===== config.mk =====
export PLATFORM = sky130hd
export DESIGN_NAME = instr_fetch_unit
export DESIGN_NICKNAME = d
export VERILOG_FILES = /design/src/rtl/instr_fetch_unit.sv
export SDC_FILE = /design/constraint.sdc
export NUM_CORES = 1
export LEC_CHECK = 0
export BUFFER_PORTS_ARGS = -buffer_cell sky130_fd_sc_hd__buf_2
export CORE_MARGIN = 2
export CORE_UTILIZATION = 32
export CTS_BUF_LIST = sky130_fd_sc_hd__clkbuf_8
export DETAILED_ROUTE_END_ITERATION = 12
export SYNTH_ARGS = -nofsm -noshare
export SYNTH_HDL_FRONTEND = slang
export SYNTH_SLANG_ARGS = --single-unit
export TNS_END_PERCENT = 1

===== constraint.sdc =====
create_clock -name clk -period 2.3 [get_ports clk]
set_clock_uncertainty 0.2 [all_clocks]
set_input_delay 0.345 -clock clk [delete_from_list [all_inputs] [get_ports clk]]
set_output_delay 0.345 -clock clk [all_outputs]
set_load 0.05 [all_outputs]

===== src/rtl/instr_fetch_unit.sv =====
// Instruction fetch: owns the PC, fetches one word at a time over req/gnt/rvalid and hands it to
// decode over valid/ready. Define FETCH_MISALIGN_TRAP_EN to halt on a misaligned next PC instead of masking it.
module instr_fetch_unit #(
  parameter logic [31:0] RESET_PC  = 32'h0000_0000,
  parameter logic [31:0] NOP_INSTR = 32'h0000_0013
) (
  input  logic        clk,
  input  logic        rst_n,
  output logic        imem_req,
  output logic [31:0] imem_addr,
  input  logic        imem_gnt,
  input  logic        imem_rvalid,
  input  logic [31:0] imem_rdata,
  output logic [31:0] instruction,
  output logic        instr_valid,
  input  logic        instr_ready,
  output logic [31:0] pc,
  output logic [31:0] pc_plus4,
  input  logic        PCSrc,
  input  logic [31:0] pc_target,
  input  logic        flush,
  input  logic [31:0] flush_pc,
  output logic        fetch_busy
`ifdef FETCH_MISALIGN_TRAP_EN
  ,
  output logic        fetch_misaligned
`endif
);

  typedef enum logic [2:0] {S_IDLE, S_REQ, S_WAIT, S_HOLD, S_HALT} state_t;

  state_t      state;
  logic        drop;
  logic        stale;
  logic        flush_misal;
  logic        accept_misal;
  logic [31:0] accept_pc;

  function automatic logic [31:0] next_pc(input logic [31:0] a);
`ifdef FETCH_MISALIGN_TRAP_EN
    return a;
`else
    return {a[31:2], 2'b00};
`endif
  endfunction

`ifdef FETCH_MISALIGN_TRAP_EN
  assign flush_misal  = |flush_pc[1:0];
  assign accept_misal = PCSrc && (|pc_target[1:0]);
`else
  assign flush_misal  = 1'b0;
  assign accept_misal = 1'b0;
`endif

  assign pc_plus4   = pc + 32'd4;
  assign accept_pc  = PCSrc ? pc_target : pc_plus4;
  assign imem_req   = (state == S_REQ);
  assign imem_addr  = pc;
  assign fetch_busy = (state == S_REQ) || (state == S_WAIT);

  // Memory still owes a response after this cycle; a redirect must swallow it.
  assign stale = ((state == S_REQ) && imem_gnt && !imem_rvalid) ||
                 ((state == S_WAIT) && !imem_rvalid) ||
                 ((state == S_HALT) && drop && !imem_rvalid);

  always_ff @(posedge clk or negedge rst_n) begin
    if (!rst_n) begin
      state       <= S_IDLE;
      pc          <= RESET_PC;
      instr_valid <= 1'b0;
      instruction <= NOP_INSTR;
      drop        <= 1'b0;
`ifdef FETCH_MISALIGN_TRAP_EN
      fetch_misaligned <= 1'b0;
`endif
    end else if (flush) begin
      pc          <= next_pc(flush_pc);
      instr_valid <= 1'b0;
      instruction <= NOP_INSTR;
      drop        <= stale;
`ifdef FETCH_MISALIGN_TRAP_EN
      fetch_misaligned <= flush_misal;
`endif
      if (flush_misal) state <= S_HALT;
      else if (stale)  state <= S_WAIT;
      else             state <= S_REQ;
    end else begin
      case (state)
        S_IDLE: state <= S_REQ;
        S_REQ: begin
          if (imem_gnt) begin
            if (imem_rvalid) begin
              instruction <= imem_rdata;
              instr_valid <= 1'b1;
              state       <= S_HOLD;
            end else begin
              state <= S_WAIT;
            end
          end
        end
        S_WAIT: begin
          if (imem_rvalid) begin
            if (drop) begin
              drop  <= 1'b0;
              state <= S_REQ;
            end else begin
              instruction <= imem_rdata;
              instr_valid <= 1'b1;
              state       <= S_HOLD;
            end
          end
        end
        S_HOLD: begin
          if (instr_ready) begin
            pc          <= next_pc(accept_pc);
            instr_valid <= 1'b0;
            instruction <= NOP_INSTR;
            if (accept_misal) begin
`ifdef FETCH_MISALIGN_TRAP_EN
              fetch_misaligned <= 1'b1;
`endif
              state <= S_HALT;
            end else begin
              state <= S_REQ;
            end
          end
        end
        S_HALT: begin
          if (imem_rvalid) drop <= 1'b0;
        end
        default: state <= S_IDLE;
      endcase
    end
  end

endmodule


# [After elaboration in Yosys (flattened, before gate mapping)]
# Index checks and enable logic that the tools add are counted.
# W data, S select, Z words.
[word_totals] elab_cells=65 reg_bits=69 in_bits=103
[classes] add_sub_neg=1 muxes=29 n_eq_ne=10 n_reduce_logical=20
[ops] cell="$mux W32" count=10
[ops] cell="$pmux W32 S3" count=1
[ops] cell="$add A32 B3 Y32 const B" count=1
[ops] cell="$pmux W3 S5" count=1
[ops] cell="$mux W3" count=4
[ops] cell="$mux W1" count=10
[ops] cell="$ne A3 B3 Y1 const B" count=3
[ops] cell="$reduce_bool A2 Y1" count=4
[ops] cell="$eq A3 B2 Y1 const B" count=2
[ops] cell="$ne A3 B1 Y1 const B" count=2
[ops] cell="$reduce_and A6 Y1" count=1
[ops] cell="$logic_and A1 B1 Y1" count=5
[ops] cell="$mux W2" count=2
[ops] cell="$reduce_and A2 Y1" count=2
[ops] cell="$reduce_and A4 Y1" count=1
[ops] cell="$reduce_bool A4 Y1" count=1
[ops] cell="$eq A3 B1 Y1 const B" count=1
[ops] cell="$eq A3 B3 Y1 const B" count=1
[ops] cell="$logic_not A3 Y1" count=1
[ops] cell="$logic_or A1 B1 Y1" count=3
[ops] cell="$pmux W1 S3" count=1
[ops] cell="$ne A2 B2 Y1 const B" count=1
[ops] cell="$reduce_or A2 Y1" count=1
[ops] cell="$logic_not A1 Y1" count=1

# [Logic depth before layout (Yosys ltp)]
# Gate-level depths: netlist of run 1.
[logic_depth] ltp_word=7 ltp_mapped=8

# [Worst setup path before layout of run 1]
# No wires, ideal clock.
[synth_path] path_kind="flip-flop to output port" startpoint="reg pc[2], in the netlist imem_addr[2]" endpoint="out pc_plus4[26]" arrival_ns=2.952 n_path_buf=0 required_ns=1.755 path_slack_ns=-1.197 stages_incl_launch_ff=7 cell_sequence="dfrtp_1 ha_1 nand3_1 nor4_2 and2_1 nand4_1 xnor2_1"
[synth_between] elab_chain_len=1
[synth_rtl] item="from (decl)" line="17" rtl="output logic [31:0] pc,"
[synth_rtl] item="from (signal assigned)" line="77" rtl="pc <= next_pc(flush_pc);"
[synth_rtl] item="from (signal assigned)" line="115" rtl="pc <= next_pc(accept_pc);"
[synth_rtl] item="$add A32 B3 Y32" line="55" rtl="assign pc_plus4 = pc + 32'd4;"
[synth_rtl] item="to (decl)" line="18" rtl="output logic [31:0] pc_plus4,"
# No other way between the ends.

# [Final worst setup path of run 1]
[layout_path] startpoint="reg pc[6], in the netlist imem_addr[6]" endpoint="out pc_plus4[25]"
# The elaborated chain is that of the path after synthesis.

==> metrics.txt, run 1 <==
Gate Count Post-Synth=~430; internal power=approximately 3.7 mW; HP Class=primary input to register; first-pass GRT wire length=a little over 20000 um; Seq pwr share=a little under a quarter; DRC=0; Post-Syn Area=roughly 4000 um^2; DRT Pass-1 Iters=4; unrepaired setup endpoints after global routing=true; Worst setup SP type=register; vias in the first global route=3944; failing checks=negative setup slack; post-route ant nets=0; endpoints failing setup=19; diode count=0; worst skew pair latency=0.34 ns; clock group share of total power=between 10% and 20%; Psw=roughly 3.9 mW; clk root buf=clkbuf_8; Num Clock Sinks=66; Layout area overhead=59.7%; drt via density=between 4 and 5; Post-Route Setup TNS=-4.61 ns; CP endpoint kind=output pin; Starting Density=32.5%; GRT overflow=0; status=finished, violations left; Clock transition at path regs=~0.08 ns; setup slack after layout=-0.356 ns; DIE HEIGHT=116 um; Vias=between 4000 and 5000; Seq/Total Area, Yosys=40.9%; number of port buffers=roughly 220; antenna violations before repair=0; nets@finish=slightly below 800; die area=~14000 um^2; DRT Wirelength=13300 um; Detailed Place HPWL=roughly 9700 um; fmax=about 380 MHz; max-cap viol count=0; min cycle time layout=approximately 2.7 ns; ys flop type=dfrtp_1; Avg WL per Cell=15.4 um; Tot Pwr=7.60 mW; final-report hold violation count=0; GRT Util Overall=19.3%; layout cells sized above 1=a little over half; CTS H-tree depth=3; Critical Setup Path Class=register to output pin; critical path arrival=approximately 2.1 ns; number of core rows=41; total CTS buffers=9; largest net degree at the start of global routing=67; WP data required=1.75 ns; clock buffer depth=2; sw frac=about half; initial DRC count=185; Routability Congestion=between 0.8 and 0.9; Logic pwr share=59.6%; IO Pins=234; Synth Register Bits=66; Tcrit/Tclk final=115%; CP max FO=4; post-synth cell types=between 50 and 60; CTS tree=done; worst vdd ir=roughly 0.00079 V; Placeable Area=~12000 um^2; total placed cells including tap cells=830; Die W=116 um; number of synthesized flops with an enable pin=0; FILL cells=around 1200; Static Leak=around 3.2 nW; Pwr Density=approximately 1200 nW/um^2; Avg Cell Area, Syn=about 9.5 um^2; Post-Layout Cell Count=861; final slew viol count=0; synth warn=0; Post-synth ARST share=100%
==> flip-flops by register name, summed over array words and instances, names as in the netlist <==
name,flops
drop,1
imem_addr,30
instruction,32
state,2
instr_valid,1
==> Yosys cell counts (5+ instances only) <==
cell type / n / share of area [%]
nand3_1: 12 / 1.5
a31oi_1: 6 / 0.93
xor2_1: 7 / 1.5
nor3_1: 6 / 0.74
a21oi_1: 20 / 2.5
nor2_1: 12 / 1.1
and3_1: 5 / 0.77
o21ai_0: 24 / 3.0
a22oi_1: 14 / 2.6
inv_1: 17 / 1.6
a2bb2oi_1: 6 / 1.3
mux2i_1: 7 / 1.7
o22ai_1: 8 / 1.2
ha_1: 5 / 1.5
xnor2_1: 21 / 4.5
dfrtp_1: 63 / 39
o22a_1: 8 / 1.7
clkbuf_1: 22 / 2.0
buf_4: 36 / 6.7
a22o_1: 29 / 6.3
nand4_1: 8 / 1.2
nand2_1: 29 / 2.7
==> through the flow <==
step	cell area [um^2]	hold slack, ns	setup slack [ns]	util [%]
6_report	6470	0.0149	-0.356	51.9
5_1_grt	6470	0.000480	-0.478	51.9
4_1_cts	6380	0.00127	-0.408	51.2
3_5_place_dp	5830	0.192	-0.105	46.8
3_3_place_gp	5830	0.183	-0.107	46.8
2_1_floorplan	4330	-0.151	-0.470	-
==> power by group through the flow <==
stage	clock, mW	combinational [mW]	sequential (mW)
after floorplan	0	2.12	2.90
after global placement	0	4.34	1.72
after detailed placement	0	4.39	1.72
after CTS	1.40	4.52	1.71
after global routing	1.46	4.78	1.76
final	1.36	4.52	1.72
==> cell families after synthesis <==
logic type               after synthesis  share of synthesized area [%]
other                                  1                         0.0926
AND/OR/NAND/NOR                       94                           13.0
buffers and inverters                 82                           11.2
multiplexers                           7                           1.73
flip-flops                            66                           40.9
XOR/XNOR                              28                           6.06
AO/OA/AOI/OAI                        144                           25.5
adder cells (fa/ha/maj)                5                           1.55
==> placed cells by master (no fill, tap or decap), types with 10 or more instances in the layout <==
cell type      synthesis  routed
a21oi_1               20      20
a22o_1                29      29
a22oi_1               14      14
buf_2                  4     198
buf_4                 36      70
buf_6                  1      18
clkbuf_8               0      10
dfrtp_1               63      46
dfrtp_2                0      17
dlygate4sd3_1          0      14
inv_1                 17      16
nand2_1               29      26
nor2_1                12      11
o21ai_0               24      24
==> critical path: stages (launching register included) <==
cell	delay, ns
dfrtp_2	0.39
nand4_4	0.13
or4_4	0.62
nor3_4	0.30
xor2_4	0.17
buf_6	0.17
==> worst paths after layout <==
check | cells past startpoint | end | from | slack (ns)
setup / recovery | 5 | pc_plus4[25] | imem_addr[6]$_DFFE_PN0P_ | -0.36
hold / removal | 2 | instruction[3]$_DFFE_PN0P_ | imem_rdata[3] | 0.01
max in group asynchronous | 3 | imem_addr[9]$_DFFE_PN0P_ | rst_n | 1.21
setup reg to reg | 7 | instruction[24]$_DFFE_PN0P_ | state[0]$_DFFE_PN0P_ | 0.09
hold reg to reg | 1 | instr_valid$_DFFE_PN0P_ | instr_valid$_DFFE_PN0P_ | 0.28
min in group asynchronous | 3 | instruction[22]$_DFFE_PN0P_ | rst_n | 0.33
==> area by class of cell <==
cell class                      count  area [um^2]  area share [%]
Multi-Input combinational cell    284         2290            35.3
Timing Repair Buffer              305         1950            30.1
Sequential cell                    66         1680            25.9
Tap cell                          172          215            3.33
Clock buffer                       10          138            2.13
Clock inverter                      6          138            2.13
Inverter                           18         67.6            1.04
==> metal layers <==
layer / part of all wire (%) / track usage [%] / wire, um
met3: 7.0 / 4.72 / 925
met1: 43 / 25.6 / 5690
met2: 49 / 32.3 / 6570
met5: 0 / 0 / 0
met4: 0.79 / 4.13 / 105
==> repair_timing <==
| item | 4_1_cts | 5_1_grt |
|---|---|---|
| pin swaps | 6 | 6 |
| endpoints found under the setup margin | 25 | 71 |
| gates resized for setup | 51 | 14 |
| hold endpoints to repair | 72 | 4 |
| hold buffers | 10 | 4 |
| setup buffers | 1 | 0 |
Power figures use the tool's default switching activity.
==> inputs of run 2 (changes only) <==
- ABC_AREA: default -> 1
- CORE_MARGIN: 2 -> default
==> run 2 against run 1 <==
Net effect:
- the flow still finishes with violations (negative setup slack)
- count of clock-buffer cells in the layout is 1 higher
- worst hold slack hardly changed
- first-iteration DRC count is 11% higher
==> metrics.txt, run 2 <==
DRT Wirelength=~16000 um; Reg2Reg Setup Slack=roughly 0.080 ns; vias in the first global route=about 5100; Vias=5228; unrepaired setup endpoints after global routing=true; setup slack after layout=-0.0954 ns; layout cells sized above 1=39.5%; number of core rows=43; min cycle time layout=around 2.4 ns; commonest cells after routing, fill and taps aside=256 x nand2_1, 196 x buf_2, 58 x nand3_1; WP data required=roughly 1.8 ns; post-synthesis adder-cell area fraction=1.39%; Clock transition at path regs=0.08 ns; total placed cells including tap cells=roughly 1100; Critical Setup Path Class=register to output pin; Post-synth top cells=275 x nand2_1, 63 x dfrtp_1, 62 x nand3_1; Crit-path slowest cell=dfrtp_2; Worst setup SP type=register; Num Clock Sinks=66; commonest non-fill, non-tap cell in the layout=nand2_1; Detailed Place HPWL=11200 um; status=finished, violations left; Bufs and invs on worst path=2; Register-to-Register Path Depth=15; compound-cell area share of the yosys netlist=approximately 8.3%; DRT Pass-1 Iters=5; endpoints failing setup=15; worst skew pair latency=between 0.3 and 0.4 ns; nets@finish=between 1000 and 1500; Crit. path cell count=9; worst vdd ir=roughly 0.00090 V; number of synthesized flops with an enable pin=0; pre-CTS WS=between 0.06 and 0.07 ns; Gate Count Post-Synth=689; CP endpoint kind=output pin; Routability Congestion=between 0.8 and 0.9; Slew Limit Headroom=between 60% and 70%; antenna violations before repair=2; post-route ant nets=0; drt via density=approximately 4.6; clk root buf=clkbuf_8; Post-synth ARST share=100%; biggest area consumer among synthesized cells=dfrtp_1; Die W=~120 um; CTS tree=done; Layout area overhead=53.0%; clock buffer depth=2; CP max FO=5; FILL cells=about 1400; Worst-Margin Slew=between 0.5 and 0.6 ns; largest net degree at the start of global routing=36; Util after Layout=about half; Critical Path, Cell by Cell=buf_6 > nand2_4 > nor2_4 > nand2_4 > nor2_4 > nand2_2 > nand2_2 > and2_4 > buf_8; Static Leak=between 3 and 4 nW; GRT overflow=0; post-synthesis simple-gate area fraction=between 30% and 40%; failing checks=negative setup slack; CP top delay family=simple AND/OR/NAND/NOR gates; critical path arrival=~1.9 ns; initial DRC count=206; DRC=0; Post-Syn Area=about 4500 um^2; Avg Cell Area, Syn=roughly 6.5 um^2; post-synth cell types=33; cell with the most instances after synthesis=nand2_1; max FFs per register=32; final-report hold violation count=0; Post-Synth XOR/XNOR Area=1.55%; number of port buffers=between 200 and 250; Tcrit/Tclk final=104%; IO Pins=approximately 230; Pwr Density=1280 nW/um^2; DIE HEIGHT=121 um; post-synth top area share=between 30% and 40%; WHS Path Cells=3; largest family of logic cells by synthesized area=simple AND/OR/NAND/NOR gates; Synth Register Bits=66; ys flop type=dfrtp_1; Top reg by flops=instruction; Avg WL per Cell=around 14 um; synth warn=0; CTS H-tree depth=3; mux contribution to synthesized area=0%; Post-Layout Cell Count=approximately 1100; max incr delay on CP=around 0.4 ns; fmax=roughly 420 MHz; HP Class=primary input to register; die area=around 15000 um^2; Synth area leaders=dfrtp_1 35%, nand2_1 23%, nand3_1 6.9%; Seq/Total Area, Yosys=between 30% and 40%; Placeable Area=between 10000 and 15000 um^2; GRT Util Overall=between 20 and 25%; Starting Density=32.6%; total CTS buffers=9; max-cap viol count=0; final slew viol count=0; first-pass GRT wire length=roughly 25000 um
## run 2: changes by cell type after synthesis, sizes merged, moves of 12 or more
| cell | previous run | this run |
|---|---|---|
| o21ai | 24 | 36 |
| a22oi | 14 | 0 |
| xnor2 | 21 | 3 |
| nand3 | 12 | 62 |
| inv | 17 | 57 |
| nand2 | 29 | 276 |
| a22o | 29 | 0 |
| nor2 | 12 | 62 |
## run 2: timing repair
action,4_1_cts,5_1_grt
resized for setup,98,49
hold endpoints to repair,57,0
gates cloned,0,0
pin swaps,13,20
setup buffers,14,10
endpoints found under the setup margin,23,33
hold buffers,27,0
## run 2: area by class of cell
class / instances / area (um^2) / area share (%)
multi-input cells: 508 / 2550 / 37.0
repair buffers: 302 / 2020 / 29.2
flip-flops and latches: 66 / 1670 / 24.2
well taps: 180 / 225 / 3.27
inverters: 57 / 219 / 3.17
clock buffers: 11 / 151 / 2.20
clock inverters: 5 / 62.6 / 0.907
diodes: 1 / 2.50 / 0.0363
## run 2: logic make-up after synthesis
| family | after synthesis |
|---|---|
| AND/OR/NAND/NOR | 420 |
| adder cells (fa/ha/maj) | 5 |
| AO/OA/AOI/OAI | 69 |
| buffers and inverters | 120 |
| flip-flops | 66 |
| XOR/XNOR | 8 |
| other | 1 |
## run 2: where the power goes
group	switching (mW)	total, mW	leakage, nW	internal (mW)
Combinational	4.24	5.77	2.85	1.53
Sequential	0.374	2.00	0.810	1.62
Clock	0.495	1.06	0.102	0.563
## run 2: worst reg2reg max path, stage by stage (launching register included)
cell	delay (ns)
dfrtp_2	0.40
buf_6	0.11
nand2_4	0.04
nor2_4	0.19
nand2_4	0.09
nor2_4	0.21
nand3_2	0.12
buf_6	0.13
buf_6	0.10
buf_6	0.10
buf_6	0.10
buf_6	0.10
nand3_2	0.05
nand2_1	0.06
nand2_1	0.06
nand2_1	0.05
## run 2: metal layers
layer | track usage [%] | vias to the layer above | wire [um]
met4 | 4.78 | 2 | 147
li1 | - | 2630 | -
met1 | 26.8 | 2381 | 6630
met5 | 0 | - | 13
met2 | 39.3 | 200 | 7800
met3 | 6.93 | 15 | 1130
## run 2: through the flow
stage	area [um^2]	power [mW]	setup TNS (ns)	hold WS [ns]
5_1_grt	6890	9.37	-2.86	0.00863
3_5_place_dp	5770	7.28	0	0.142
2_1_floorplan	4560	6.12	-1.04	-0.151
4_1_cts	6670	8.71	-0.734	0.000998
6_report	6900	8.83	-0.563	0.0144
3_3_place_gp	5770	7.27	0	0.137
## run 2: final timing paths
| kind | start | to |
|---|---|---|
| max | imem_addr[3]$_DFFE_PN0P_ | pc_plus4[23] |
| min | imem_rdata[10] | instruction[10]$_DFFE_PN0P_ |
| max reg2reg | imem_addr[3]$_DFFE_PN0P_ | imem_addr[23]$_DFFE_PN0P_ |
| min reg2reg | instruction[3]$_DFFE_PN0P_ | instruction[3]$_DFFE_PN0P_ |
| max in group asynchronous | rst_n | instruction[0]$_DFFE_PN1P_ |
| min in group asynchronous | rst_n | imem_addr[23]$_DFFE_PN0P_ |
